--- config.mk ---
export PLATFORM = sky130hd
export DESIGN_NAME = fetch_sequencer
export DESIGN_NICKNAME = d
export VERILOG_FILES = /design/src/rtl/fetch_sequencer_pkg.sv /design/src/rtl/fetch_sequencer.sv
export SDC_FILE = /design/constraint.sdc
export NUM_CORES = 1
export LEC_CHECK = 0
export ABC_AREA = 1
export CORE_ASPECT_RATIO = 2
export CORE_MARGIN = 4
export CORE_UTILIZATION = 47
export CTS_CLUSTER_SIZE = 12
export DETAILED_ROUTE_END_ITERATION = 10
export GPL_ROUTABILITY_DRIVEN = 0
export PLACE_DENSITY_LB_ADDON = 0.08
export RECOVER_POWER = 25
export SLEW_MARGIN = 40
export SYNTH_ARGS = -nofsm -noshare
export SYNTH_HDL_FRONTEND = slang
export SYNTH_SLANG_ARGS = --single-unit
--- constraint.sdc ---
create_clock -name clk -period 2.02 [get_ports clk]
set_clock_uncertainty 0.05 [all_clocks]
set_input_delay 0.202 -clock clk [delete_from_list [all_inputs] [get_ports clk]]
set_output_delay 0.202 -clock clk [all_outputs]
set_load 0.05 [all_outputs]
--- src/rtl/fetch_sequencer_pkg.sv ---
// Shared constants for the instruction sequencer: widths, opcodes, halt word and
// the sequencer state encoding used by the datapath and the bench.
package fetch_sequencer_pkg;

    localparam int FS_IP_WIDTH   = 8;
    localparam int FS_LINE_WIDTH = 32;
    localparam int FS_NUM_LINES  = 8;

    localparam logic [7:0] OP_ADD  = 8'h00;
    localparam logic [7:0] OP_ADDI = 8'h02;
    localparam logic [7:0] OP_SET  = 8'h03;
    localparam logic [7:0] OP_JMP  = 8'h40;
    localparam logic [7:0] OP_BEQ  = 8'h50;

    localparam logic [FS_LINE_WIDTH-1:0] HALT_WORD = 32'hFFFF_FFFF;

    typedef enum logic [1:0] {
        IDLE  = 2'd0,
        FETCH = 2'd1,
        ISSUE = 2'd2,
        HALT  = 2'd3
    } seq_state_e;

endpackage

--- src/rtl/fetch_sequencer.sv ---
// Instruction sequencer: owns the IP, fetches a line per instruction, issues it
// with a valid/done handshake and resolves the next IP (sequential, jmp, beq).
module fetch_sequencer
    import fetch_sequencer_pkg::*;
#(
    parameter int IP_WIDTH   = FS_IP_WIDTH,
    parameter int LINE_WIDTH = FS_LINE_WIDTH,
    parameter int NUM_LINES  = FS_NUM_LINES,
    parameter int CNT_WIDTH  = 16
) (
    input  logic                  clk,
    input  logic                  nrst,
    input  logic                  start,
    output logic                  mem_en,
    output logic [IP_WIDTH-1:0]   ip,
    input  logic [LINE_WIDTH-1:0] line,
    output logic [LINE_WIDTH-1:0] instr,
    output logic                  instr_valid,
    input  logic                  exec_done,
    input  logic                  cmp_eq,
    output logic                  running,
    output logic                  halted,
    output logic                  fault,
    output logic [CNT_WIDTH-1:0]  retired
);

    // Next IP is one bit wider than both the IP and the 8-bit target field, so a
    // wrap past the top IP or a wide jump target shows up as out of range.
    localparam int NIW = ((IP_WIDTH > 8) ? IP_WIDTH : 8) + 1;

    seq_state_e              state_q, state_d;
    logic [IP_WIDTH-1:0]     ip_q, ip_d;
    logic [LINE_WIDTH-1:0]   instr_q, instr_d;
    logic                    fault_q, fault_d;
    logic [CNT_WIDTH-1:0]    retired_q, retired_d;

    logic [7:0]              op;
    logic [7:0]              tgt;
    logic [NIW-1:0]          next_ip;

    assign op  = instr_q[LINE_WIDTH-1 -: 8];
    assign tgt = instr_q[LINE_WIDTH-9 -: 8];

    always_comb begin
        next_ip = NIW'(ip_q) + NIW'(1);
        if (op == OP_JMP || (op == OP_BEQ && cmp_eq)) begin
            next_ip = NIW'(tgt);
        end
    end

    always_comb begin
        state_d   = state_q;
        ip_d      = ip_q;
        instr_d   = instr_q;
        fault_d   = fault_q;
        retired_d = retired_q;
        case (state_q)
            IDLE, HALT: begin
                if (start) begin
                    state_d   = FETCH;
                    ip_d      = '0;
                    fault_d   = 1'b0;
                    retired_d = '0;
                end
            end
            FETCH: begin
                if (line == HALT_WORD) begin
                    state_d = HALT;
                end else begin
                    instr_d = line;
                    state_d = ISSUE;
                end
            end
            ISSUE: begin
                if (exec_done) begin
                    if (retired_q != {CNT_WIDTH{1'b1}}) begin
                        retired_d = retired_q + CNT_WIDTH'(1);
                    end
                    // Out-of-range target: stop with ip left on the faulting instruction.
                    if (next_ip > NIW'(NUM_LINES)) begin
                        fault_d = 1'b1;
                        state_d = HALT;
                    end else begin
                        ip_d    = next_ip[IP_WIDTH-1:0];
                        state_d = FETCH;
                    end
                end
            end
            default: state_d = IDLE;
        endcase
    end

    always_ff @(posedge clk or negedge nrst) begin
        if (!nrst) begin
            state_q   <= IDLE;
            ip_q      <= '0;
            instr_q   <= '0;
            fault_q   <= 1'b0;
            retired_q <= '0;
        end else begin
            state_q   <= state_d;
            ip_q      <= ip_d;
            instr_q   <= instr_d;
            fault_q   <= fault_d;
            retired_q <= retired_d;
        end
    end

    assign mem_en      = (state_q == FETCH);
    assign instr_valid = (state_q == ISSUE);
    assign running     = (state_q == FETCH) || (state_q == ISSUE);
    assign halted      = (state_q == HALT);
    assign ip          = ip_q;
    assign instr       = instr_q;
    assign fault       = fault_q;
    assign retired     = retired_q;

endmodule

==> qor.csv <==
metric,value,unit
cts.sinks,59,
core-area,6360,sq um
slew_headroom,33.2,%
areaGrowthSynthToFinish,49.8,%
dpl.hpwl,6.71,mm
crit_required,2220,ps
h-tree-depth,3,
min_delay_worst_endpoint,instr[3]$_DFFE_PN0P_,
async_flop_share,100,%
busiest_layer,met2,
clk_pin_slew,50,ps
clock-root-buffer,clkbuf_16,
status,completed,
yosys_register_bits,59,
critical_path_class,reg -> reg,
synth_ff_type,dfrtp_1,
power_frac_comb,55.5,%
holdPathStages,3,
track_usage,23.0,%
switching_share,46.4,%
timing.rr.end,retired[5]$_DFFE_PN0P_,
clk_path_buf_depth,2,
drv_slew,0,
max_cap_viol_count,0,
total_power,7640,uW
worstPathMaxFanout,8,
arrival,2160,ps
yosysMostFrequentCell,nand2_1,
grt_start_max_net_pins,29,
die_x,65.4,microns
antenna_found_initial,0,
post-route-period-util,97.3,%
met2_usage,42.5,%
routed_wl,8.69,mm
overflow,0,
synth_seq_area_share,47.7,%
reg2reg_slack,60,ps
synth_area_leaders,"dfrtp_1, nand2_1, nand3_1",
grt_first_pass_wirelength,13.9,mm
start_kind,flop,
vias,3101,
firstDrtPassIters,5,
hold_viol,0,
antenna_cells,0,
max-vdd-ir-drop,1.08,mV
synth_edf_count,0,
boundaryPins,98,
layout-drive-gt1-share,14.0,%
hp-start,line[3],
netSwitchingPower,3550,uW
remaining_drc_errors,0,
drtIter0Drc,146,
end_kind,flop,
vias_per_cell,5.16,
min_period,1960,ps
synth_top_area_cell,dfrtp_1,
grtUsageMet3,7.14,%
setup_viol,0,
hold_path_class,in -> reg,
port_buffers,97,
cts_tree,built,
nets,553,
yosys_warnings,0,
r2r-start,state_q[0]$_DFFE_PN0P_,
antenna_left,0,
worst_pin_slew,1000,ps
wl_per_cell,14.5,microns
power_leakage,0.00212,uW
insertion_delay,330,ps
yosysUniqueCellTypes,35,
synthCells,399,
die-area,8030,sq um
synthesis.area,3100,sq um
p_int,4100,uW
cts_made_buffers,9,
num_rows,41,
max_freq,509,MHz
reg2regPathDepth,10,
use_met1,21.9,%
synthTopCellsByCount,"nand2_1, dfrtp_1, nand3_1, inv_1, nor2_1",
p_per_area,1650,nW/um^2
avgSynthCellArea,7.76,sq um
start_util,48.7,%
clock_power_share,20.2,%
grt_pass1_vias,3116,
die_y,123,microns
syn_nets,441,
synth_top_area_share,47.7,%
p_seq_share,24.3,%
holdWs,407,ps
==> power groups by stage <==
stage          Combinational (uW)  Sequential [uW]  Clock (uW)
6_report                     4240             1860        1540
5_1_grt                      4540             1900        1630
4_1_cts                      4210             1860        1570
3_5_place_dp                 4190             1870           0
3_3_place_gp                 4160             1860           0
2_1_floorplan                1490             3030           0
==> cells by family after synthesis <==
| family | synth area share (%) |
|---|---|
| simple gates | 34.7 |
| flops | 47.7 |
| buf+inv | 7.07 |
| compound gates | 7.92 |
| fa+ha+maj | 2.02 |
| xor+xnor | 0.566 |
==> routing by layer <==
metal	vias to the layer above	share of wire, %
met3	24	6.0
li1	1524	-
met4	0	4.0
met2	93	55
met5	-	0
met1	1460	35
==> sequential cells by signal, indices dropped and copies added, names as in the netlist <==
signal,count
instr,32
retired,16
ip,8
state_q,2
fault,1
==> stage by stage <==
step / utilization (%) / worst slack [ps] / setup TNS [ps] / instances / instance area (sq um)
after global routing: 72.9 / -3.65 / -7.97 / 601 / 4640
final: 72.9 / 55.1 / 0 / 601 / 4640
after CTS: 72.3 / 63.9 / 0 / 599 / 4600
after global placement: 67.3 / -26.0 / -99.0 / 583 / 4280
after detailed placement: 67.3 / -82.6 / -474 / 583 / 4280
after floorplan: - / -10.6 / -10.6 / 399 / 3110
==> worst max path at each step <==
stage,start,slack [ps],cells past startpoint,end
finish,state_q[0]$_DFFE_PN0P_,60,10,retired[5]$_DFFE_PN0P_
global route,state_q[0]$_DFFE_PN0P_,-4,10,retired[7]$_DFFE_PN0P_
CTS,state_q[0]$_DFFE_PN0P_,60,12,retired[11]$_DFFE_PN0P_
detailed placement,cmp_eq,-80,11,ip[0]$_DFFE_PN0P_
global placement,cmp_eq,-30,11,ip[1]$_DFFE_PN0P_
floorplan,state_q[1]$_DFFE_PN0P_,-10,11,retired[10]$_DFFE_PN0P_
==> layout by cell type, fill, tap and decap left out, types with 3 or more instances in the layout <==
master,instances
clkdlybuf4s50_1,92
nor4_1,3
clkbuf_8,3
o21ai_0,8
nand2_1,116
inv_1,32
nor2_4,3
nand4_1,12
nand2_2,6
dfrtp_1,55
nor2_1,31
o21ai_1,8
nor2_2,7
nand3_1,44
nor3_2,3
buf_4,14
ha_1,3
dfrtp_2,4
inv_2,5
clkbuf_16,9
buf_12,6
a21oi_1,23
nor3_1,4
==> layout make-up <==
cell class              count  area [sq um]
fillers                   502          1720
inverters                  40           156
clock inverters             2          35.0
multi-input cells         287          1430
flip-flops and latches     59          1480
clock buffers              13           270
repair buffers            114          1160
well taps                  86           108
==> repair_timing <==
action | CTS | global route
hold buffers | 1 | 0
setup endpoints to repair | 0 | 15
endpoints found under the hold margin | 15 | 0
resized for setup | 0 | 10
buffers inserted | 0 | 2
==> worst max-delay path, cell delays in order, from the launching register on <==
cell,delay (ps)
dfrtp_1,400
inv_1,90
ha_2,290
clkinvlp_4,110
o22ai_4,80
a21oi_2,140
nand2_2,130
buf_4,190
nor3_2,160
a21oi_1,90
nor3_1,130
Note: power is estimated with default switching activity, not from simulation.
